`src/rtl/trap_sequencer_pkg.sv`:
```
// Purpose : shared types and constants for machine-mode trap sequencing.
// Latency : n/a (declarations only).
// Backpressure: n/a.
// Contents: FSM state enum, PC-select encoding, exception request bit
//           indices, mcause codes and the mtval selection helper.
package trap_sequencer_pkg;

   localparam int XLEN_DEFAULT = 32;

   typedef enum logic [1:0] {
      ST_IDLE     = 2'b00,
      ST_ENTER    = 2'b01,
      ST_REDIRECT = 2'b10,
      ST_RETURN   = 2'b11
   } trap_state_t;

   typedef enum logic [1:0] {
      PC_NORMAL = 2'b00,
      PC_MTVEC  = 2'b01,
      PC_MEPC   = 2'b10
   } pc_sel_t;

   // Bit positions inside exc_req_i
   localparam int EXC_INSTR_MISALIGN = 0;
   localparam int EXC_ILLEGAL        = 1;
   localparam int EXC_EBREAK         = 2;
   localparam int EXC_ECALL          = 3;
   localparam int EXC_LOAD_MISALIGN  = 4;
   localparam int EXC_STORE_MISALIGN = 5;

   // mcause values
   localparam logic [31:0] CAUSE_INSTR_MISALIGN = 32'd0;
   localparam logic [31:0] CAUSE_ILLEGAL        = 32'd2;
   localparam logic [31:0] CAUSE_BREAKPOINT     = 32'd3;
   localparam logic [31:0] CAUSE_LOAD_MISALIGN  = 32'd4;
   localparam logic [31:0] CAUSE_STORE_MISALIGN = 32'd6;
   localparam logic [31:0] CAUSE_ECALL          = 32'd11;
   localparam logic [31:0] CAUSE_MTIMER_IRQ     = 32'h8000_0007;

   // mtval for a synchronous exception, chosen from its cause code.
   function automatic logic [31:0] trap_value(input logic [31:0] cause,
                                              input logic [31:0] instr,
                                              input logic [31:0] pc,
                                              input logic [31:0] badaddr);
      logic [31:0] val;
      val = 32'd0;
      case (cause)
         CAUSE_ILLEGAL:        val = instr;
         CAUSE_INSTR_MISALIGN,
         CAUSE_LOAD_MISALIGN,
         CAUSE_STORE_MISALIGN: val = badaddr;
         CAUSE_BREAKPOINT:     val = pc;
         default:              val = 32'd0;
      endcase
      return val;
   endfunction

endpackage

```
`src/rtl/trap_sequencer_priority_enc.sv`:
```
// Purpose : fixed-priority pick among synchronous exception requests.
// Latency : combinational, zero cycles.
// Backpressure: none; pure function of exc_req_i.
// Ports   : exc_req_i (6 request bits in) -> valid_o (any request),
//           cause_o (mcause of the winning request).
// Priority: ebreak > ecall > illegal > instr misaligned > store misaligned > load misaligned.
module trap_priority_enc
   import trap_sequencer_pkg::*;
(
   input  logic [5:0]  exc_req_i,
   output logic        valid_o,
   output logic [31:0] cause_o
);

   always_comb begin
      valid_o = |exc_req_i;
      cause_o = CAUSE_INSTR_MISALIGN;
      if (exc_req_i[EXC_EBREAK])              cause_o = CAUSE_BREAKPOINT;
      else if (exc_req_i[EXC_ECALL])          cause_o = CAUSE_ECALL;
      else if (exc_req_i[EXC_ILLEGAL])        cause_o = CAUSE_ILLEGAL;
      else if (exc_req_i[EXC_INSTR_MISALIGN]) cause_o = CAUSE_INSTR_MISALIGN;
      else if (exc_req_i[EXC_STORE_MISALIGN]) cause_o = CAUSE_STORE_MISALIGN;
      else if (exc_req_i[EXC_LOAD_MISALIGN])  cause_o = CAUSE_LOAD_MISALIGN;
   end

endmodule

```
`src/rtl/trap_sequencer.sv`:
```
// Purpose : sequences M-mode trap entry (-> mtvec) and MRET (-> mepc) around the CSR unit.
// Latency : trap request at N -> CSR capture strobe N+1 -> mtvec redirect N+2 -> idle N+3;
//           MRET at N -> mepc redirect N+1 -> idle N+2.
// Backpressure: stall_o holds the pipeline on the accept cycle and through ENTER;
//           requests arriving outside IDLE are ignored (irq_i stays level-pending).
// Ports   : clk, rst_n (async active-low); exc_req_i/mret_i/irq_i requests;
//           pc_i/instr_i/badaddr_i trap context; stall_o/flush_o/pc_sel_o pipeline
//           control; jumpingToMtvec_o/excCause_o/trapInfo_o/trapPc_o/mret_o to CSR unit.
// Option  : define TRAP_COUNTER_EN to add trap_count_o (count of trap entries).
module trap_sequencer
   import trap_sequencer_pkg::*;
#(
   parameter int XLEN = XLEN_DEFAULT
)(
   input  logic            clk,
   input  logic            rst_n,
   input  logic [5:0]      exc_req_i,
   input  logic            mret_i,
   input  logic            irq_i,
   input  logic [XLEN-1:0] pc_i,
   input  logic [31:0]     instr_i,
   input  logic [XLEN-1:0] badaddr_i,
   output logic            stall_o,
   output logic            flush_o,
   output logic [1:0]      pc_sel_o,
   output logic            jumpingToMtvec_o,
   output logic [31:0]     excCause_o,
   output logic [31:0]     trapInfo_o,
   output logic [XLEN-1:0] trapPc_o,
`ifdef TRAP_COUNTER_EN
   output logic [31:0]     trap_count_o,
`endif
   output logic            mret_o
);

   trap_state_t     state_q, state_d;
   logic [31:0]     cause_q, cause_d;
   logic [31:0]     info_q,  info_d;
   logic [XLEN-1:0] pc_q,    pc_d;

   logic        exc_vld;
   logic [31:0] exc_cause;
   logic [31:0] exc_info;
   logic        req_any;

   trap_priority_enc u_prio (
      .exc_req_i (exc_req_i),
      .valid_o   (exc_vld),
      .cause_o   (exc_cause)
   );

   assign exc_info = trap_value(exc_cause, instr_i, 32'(pc_i), 32'(badaddr_i));
   assign req_any  = exc_vld | mret_i | irq_i;

   // State and capture registers
   always_ff @(posedge clk or negedge rst_n) begin
      if (!rst_n) begin
         state_q <= ST_IDLE;
         cause_q <= '0;
         info_q  <= '0;
         pc_q    <= '0;
      end else begin
         state_q <= state_d;
         cause_q <= cause_d;
         info_q  <= info_d;
         pc_q    <= pc_d;
      end
   end

   // Next state and capture; sync exception beats MRET beats interrupt.
   always_comb begin
      state_d = state_q;
      cause_d = cause_q;
      info_d  = info_q;
      pc_d    = pc_q;
      case (state_q)
         ST_IDLE: begin
            if (exc_vld) begin
               state_d = ST_ENTER;
               cause_d = exc_cause;
               info_d  = exc_info;
               pc_d    = pc_i;
            end else if (mret_i) begin
               state_d = ST_RETURN;
            end else if (irq_i) begin
               state_d = ST_ENTER;
               cause_d = CAUSE_MTIMER_IRQ;
               info_d  = 32'd0;
               pc_d    = pc_i;
            end
         end
         ST_ENTER:    state_d = ST_REDIRECT;
         ST_REDIRECT: state_d = ST_IDLE;
         ST_RETURN:   state_d = ST_IDLE;
         default:     state_d = ST_IDLE;
      endcase
   end

   // Outputs. stall_o is gated by rst_n so every output reads 0 while reset is held.
   always_comb begin
      stall_o          = 1'b0;
      flush_o          = 1'b0;
      pc_sel_o         = PC_NORMAL;
      jumpingToMtvec_o = 1'b0;
      mret_o           = 1'b0;
      case (state_q)
         ST_IDLE:     stall_o = rst_n & req_any;
         ST_ENTER: begin
            stall_o          = 1'b1;
            jumpingToMtvec_o = 1'b1;
         end
         ST_REDIRECT: begin
            pc_sel_o = PC_MTVEC;
            flush_o  = 1'b1;
         end
         ST_RETURN: begin
            pc_sel_o = PC_MEPC;
            flush_o  = 1'b1;
            mret_o   = 1'b1;
         end
         default: ;
      endcase
   end

   assign excCause_o = cause_q;
   assign trapInfo_o = info_q;
   assign trapPc_o   = pc_q;

`ifdef TRAP_COUNTER_EN
   logic [31:0] trap_count_q, trap_count_d;

   // One increment per ENTER cycle; wraps naturally at 32 bits.
   always_comb begin
      trap_count_d = trap_count_q;
      if (state_q == ST_ENTER) trap_count_d = trap_count_q + 32'd1;
   end

   always_ff @(posedge clk or negedge rst_n) begin
      if (!rst_n) trap_count_q <= '0;
      else        trap_count_q <= trap_count_d;
   end

   assign trap_count_o = trap_count_q;
`endif

endmodule

```
`config.mk`:
```
export PLATFORM = sky130hd
export DESIGN_NAME = trap_sequencer
export DESIGN_NICKNAME = d
export VERILOG_FILES = /design/src/rtl/trap_sequencer_pkg.sv /design/src/rtl/trap_sequencer_priority_enc.sv /design/src/rtl/trap_sequencer.sv
export SDC_FILE = /design/constraint.sdc
export NUM_CORES = 1
export LEC_CHECK = 0
export ABC_CLOCK_PERIOD_IN_PS = 2600
export BUFFER_PORTS_ARGS = -buffer_cell sky130_fd_sc_hd__buf_2
export CAP_MARGIN = 5
export CORE_MARGIN = 5
export CORE_UTILIZATION = 44
export CTS_CLUSTER_SIZE = 10
export DETAILED_ROUTE_END_ITERATION = 8
export PLACE_DENSITY = 0.78
export SKIP_CTS_REPAIR_TIMING = 1
export SYNTH_ARGS = -nofsm -noshare
export SYNTH_HDL_FRONTEND = slang
export SYNTH_HIERARCHICAL = 1
export SYNTH_SLANG_ARGS = --single-unit
```
`constraint.sdc`:
```
create_clock -name clk -period 2.6 [get_ports clk]
set_clock_uncertainty 0.15 [all_clocks]
set_input_delay 0.52 -clock clk [delete_from_list [all_inputs] [get_ports clk]]
set_output_delay 0.52 -clock clk [all_outputs]
set_load 0.05 [all_outputs]
```
==> results of run 1 <==
==> cell families (layout without fill, tap and decap cells) <==
kind of cell	Yosys count	count (layout)	share of synthesized area [%]
other	1	28	0.0780
multiplexers	63	63	14.0
buffers and inverters	65	248	7.81
AO/OA/AOI/OAI	102	102	13.7
flip-flops	98	98	51.0
AND/OR/NAND/NOR	145	145	13.5
==> cell type report <==
class                           count  area, um2
Fill cell                         923       4490
Sequential cell                    98       2450
Multi-Input combinational cell    338       2140
Timing Repair Buffer              230       1330
Tap cell                          140        175
Clock buffer                       12        145
Clock inverter                      4       51.3
Inverter                            2       7.51
==> worst reg2reg max path: stages, from the launching register on <==
cell     delay, ns
dfrtp_1       0.51
nor4_2        1.03
a22o_1        0.26
==> worst min-delay path by stage <==
stage                    from             end  slack (ns)  cells after the start
2_1_floorplan           rst_n   excCause_o[0]        0.07                      0
3_3_place_gp   trapInfo_o[30]  trapInfo_o[30]        0.30                      2
3_5_place_dp   trapInfo_o[27]  trapInfo_o[27]        0.31                      2
4_1_cts                 rst_n   trapInfo_o[5]        0.15                      2
5_1_grt                 rst_n   trapInfo_o[8]        0.17                      2
6_report                rst_n  excCause_o[14]        0.14                      2
==> sequential cells by signal, summed over array words and instances (netlist names) <==
| signal | flops |
|---|---|
| state_q | 2 |
| trapPc_o | 32 |
| trapInfo_o | 32 |
| excCause_o | 32 |
==> through the flow <==
step                      total power, W  setup TNS [ns]  cell area [um2]  util (%)  std cells
after global placement           0.00632          -25.12             6030      55.9        806
after floorplan                  0.00534          -0.555             4950         -        501
final                            0.00749          -0.434             6300      58.4        824
after global routing             0.00788           -2.55             6300      58.4        824
after detailed placement         0.00640          -29.26             6030      55.9        806
after CTS                        0.00741          -0.428             6230      57.7        822
==> synth_stat cells (2+ instances only) <==
cell type / count / area, um2
nor2_1: 8 / 30.0
nand2_1: 81 / 304
mux2_2: 32 / 360
or3_1: 2 / 12.5
a21oi_1: 3 / 15.0
o21a_1: 19 / 143
nor2b_1: 6 / 37.5
and2_1: 2 / 12.5
nand4_1: 2 / 12.5
o21ai_0: 54 / 270
buf_4: 29 / 218
o21ai_2: 10 / 87.6
inv_1: 2 / 7.51
clkbuf_1: 20 / 75.1
nor4_1: 8 / 50.1
dfrtp_1: 98 / 2450
nand2b_1: 2 / 12.5
nand3_1: 31 / 155
a22o_1: 12 / 105
buf_2: 12 / 60.1
mux2i_1: 31 / 310
==> power breakdown <==
part | leakage, nW | total (W) | switching (W) | internal (W)
combinational | 2.11 | 0.00414 | 0.00294 | 0.00121
clock | 0.0966 | 0.00100 | 0.000526 | 0.000473
sequential | 1.24 | 0.00235 | 0.000307 | 0.00204
==> placed cells by master (no fill, tap or decap), types with 2 or more instances in the layout <==
cell type  synthesis  final
buf_2             12    203
dfrtp_1           98     98
nand2_1           81     81
o21ai_0           54     53
mux2_2            32     32
mux2i_1           31     31
nand3_1           31     31
conb_1             1     28
o21a_1            19     19
buf_4             29     17
a22o_1            12     12
o21ai_2           10     10
clkbuf_8           0     10
nor2_1             8      7
nor4_1             8      7
nor2b_1            6      5
buf_12             0      5
buf_6              1      3
and2_1             2      2
or3_4              0      2
inv_1              2      2
nand4_1            2      2
nand2b_1           2      2
a21oi_1            3      2
clkbuf_1          20      2
==> routing by layer <==
metal  up-vias  part of all wire [%]  track usage, %
li1       2000                     -               -
met4         0                   1.8            6.89
met5         -                     0               0
met3        22                   7.9            4.70
met1      1978                    40            25.3
met2       160                    50            33.4
==> impl_metrics.ini, run 1 <==
[floorplanning]
die_h_um = 115
ios = 208
core_um2 = 10800
initial_utilization_pct = 44.5
die_w_um = 115
dieArea_um2 = 13100
row_count = 38

[finish]
areaGrowthSynthToFinish_pct = 31.1
drive_above_1_share_pct = 43.3
diodes = 0
nets = 785

[yosys]
synth_enable_flop_cells = 0
netlist_instances = 474
synth_area_um2 = 4810
synthArstFlopShare_pct = 100
ys.warnings.count = 6
synth.distinct_cells = 31
ys_seq_area_share_pct = 51.0
syn_area_per_cell_um2 = 10.1
synth_seq_cells = 98
synthFlopType = dfrtp_1

[critical_path]
crit_buf_inv = 2
worstPathMaxFanout = 2
required_ns = 1.93
crit_path_start = exc_req_i[1]
cp.depth = 7
slowest_delay_ns = 0.52
critPathLaunchType = primary input
crit_family = simple AND/OR/NAND/NOR gates
crit_arrival_ns = 2.27
path_class = in2out
path_cells = buf_6 > or4_4 > or3_4 > or3_4 > a21oi_4 > nor2_4 > buf_6
r2r_setup_slack_ns = 0.59
crit_end = stall_o
r2r-start = state_q[1]
cp_slowest_cell = or4_4
r2r_end = trapInfo_o[14]
end_kind = primary output
rr_worst_depth = 2

[sta]
setup_violations = 8
rsz0062_at_grt = yes
drv_slew = 0
tightest_slew_ns = 1.15
min_period_over_period_pct = 113
period_minus_slack_ns = 2.94
worst_slack_ns = -0.340
hold_viol_final = 0
max_freq_mhz = 340
hold_ws_ns = 0.135
slew_headroom_pct = 22.9

[clocking]
cts.path.max_buffers = 2
cts_sinks = 98
cts_root_buf = clkbuf_8
clk_pin_slew_worst_paths_ns = 0.09
cts_made_buffers = 9
clk_latency_ns = 0.35
h-tree-depth = 3
cts_tree = yes

[power]
power.leakage_nw = 3.44
p_per_area_nw_per_um2 = 1190
irDropWorstVdd_mv = 0.780

[global_routing]
grt_pass1_wl_um = 20800
grt_usage_pct = 19.9
first_global_vias = 4282
grt_remaining_overflow = 0
grt_max_degree = 68
antenna_found_initial = 0

[route]
vias_per_cell = 5.05
via_count = 4160
post_drt_wl_per_cell_um = 16.1
drtIter0Drc = 231
drc = 0
ant_nets = 0
drt-pass1-iter-count = 5
wirelength_um = 13200

[placed_design]
dpl.hpwl_um = 9960
portBuffers = 207
pre_cts_slack_ns = -0.406
gp_congestion = 0.832

[outcome]
status = finished with violations
violations = setup timing

[worst_hold_path]
min-delay-path-class = in2async

[run]
cap_violations = 0
Note: power is estimated with default switching activity, not from simulation.
==> inputs of run 2 (changes only) <==
ABC_CLOCK_PERIOD_IN_PS = 2700   (was 2600)
CORE_UTILIZATION = 40   (was 44)
HOLD_SLACK_MARGIN = 0.08   (was unset)
PLACE_DENSITY = 0.72   (was 0.78)
clock period = 2.7 ns   (was 2.6 ns; I/O delays follow)
==> impl_metrics.ini, run 2 (synthesis gave the netlist of run 1 again) <==
[finish]
diodes = 0
final_cells = 832
num-fill-cells = 1111
nets = 786
final_cell_mix = buf_2, dfrtp_1, nand2_1, o21ai_0, mux2_2
areaGrowthSynthToFinish_pct = 33.2
drive_above_1_share_pct = 43.4
final_common_cell = buf_2

[critical_path]
critPathLaunchType = primary input
end_kind = primary output
required_ns = 2.01
crit_arrival_ns = 2.25
worstPathMaxFanout = 2
path_class = in2out

[power]
irDropWorstVdd_mv = 0.568
p_per_area_nw_per_um2 = 1180
power.leakage_nw = 3.49
finalPower_w = 0.00756

[clocking]
cts_root_buf = clkbuf_16
cts_tree = yes
cts_made_buffers = 9
clk_pin_slew_worst_paths_ns = 0.07
cts_sinks = 98
h-tree-depth = 3
cts.path.max_buffers = 2
clk_latency_ns = 0.34

[route]
drt-pass1-iter-count = 5
via_count = 4108
post_drt_wl_per_cell_um = 16.2
drc = 0
ant_nets = 0
wirelength_um = 13500
vias_per_cell = 4.94
drtIter0Drc = 201

[placed_design]
gp_congestion = 0.831
dp.cells = 815
pre_cts_slack_ns = -0.367
dpl.hpwl_um = 10300
portBuffers = 207

[sta]
rsz0062_at_grt = yes
timing.setup.tns_ns = -0.237
hold_ws_ns = 0.292
hold_viol_final = 0
period_minus_slack_ns = 2.94
slew_headroom_pct = 18.4
setup_violations = 1
min_period_over_period_pct = 109
tightest_slew_ns = 1.21
worst_slack_ns = -0.237
max_freq_mhz = 340
drv_slew = 0

[floorplanning]
die_w_um = 120
core_um2 = 11900
initial_utilization_pct = 40.4
die_h_um = 120
row_count = 40
ios = 208
dieArea_um2 = 14300

[global_routing]
grt_pass1_wl_um = 21300
grt_usage_pct = 18.8
grt_remaining_overflow = 0
antenna_found_initial = 1
grt_max_degree = 68
first_global_vias = 4213

[worst_hold_path]
min-delay-path-class = in2reg

[outcome]
status = finished with violations
violations = setup timing

[run]
cap_violations = 0
==> run 2: cell type report <==
type / instances / area [um2] / area share (%)
clock buffer: 10 / 229 / 3.58
clock inverter: 6 / 105 / 1.64
inverter: 2 / 7.51 / 0.117
multi-input combinational: 338 / 2140 / 33.4
sequential: 98 / 2450 / 38.3
tap: 147 / 184 / 2.87
timing repair buffer: 231 / 1280 / 20.1
==> run 2: power breakdown <==
part	switching, W	leakage [nW]	internal, W	total [W]
sequential	0.000288	1.24	0.00197	0.00226
combinational	0.00281	2.09	0.00106	0.00387
clock	0.000538	0.166	0.000901	0.00144
==> run 2: through the flow <==
stage / utilization [%] / area [um2]
2_1_floorplan: - / 4920
3_3_place_gp: 50.5 / 6010
3_5_place_dp: 50.5 / 6010
4_1_cts: 53.3 / 6340
5_1_grt: 53.7 / 6400
6_report: 53.7 / 6400
==> run 2: critical path, cell delays in order <==
cell	delay, ns
buf_6	0.09
or4_4	0.52
or3_4	0.35
or3_4	0.36
a21oi_4	0.18
nor2_4	0.04
buf_6	0.16
==> run 2: per-layer routing <==
layer	wire, um	vias to the layer above	GRT usage (%)
li1	-	2009	-
met1	5530	1927	23.1
met2	6560	153	31.1
met3	1150	17	6.31
met4	212	2	6.44
met5	13	-	0
==> run 2: final timing paths <==
path,startpoint,to,slack (ns),cells past startpoint
min reg2reg,excCause_o[19],excCause_o[19],0.33,2
min,pc_i[13],trapPc_o[13],0.29,2
max reg2reg,state_q[1],trapInfo_o[18],0.66,2
max,exc_req_i[1],stall_o,-0.24,7
min in group asynchronous,rst_n,excCause_o[14],0.40,2
max in group asynchronous,rst_n,trapPc_o[15],1.18,3
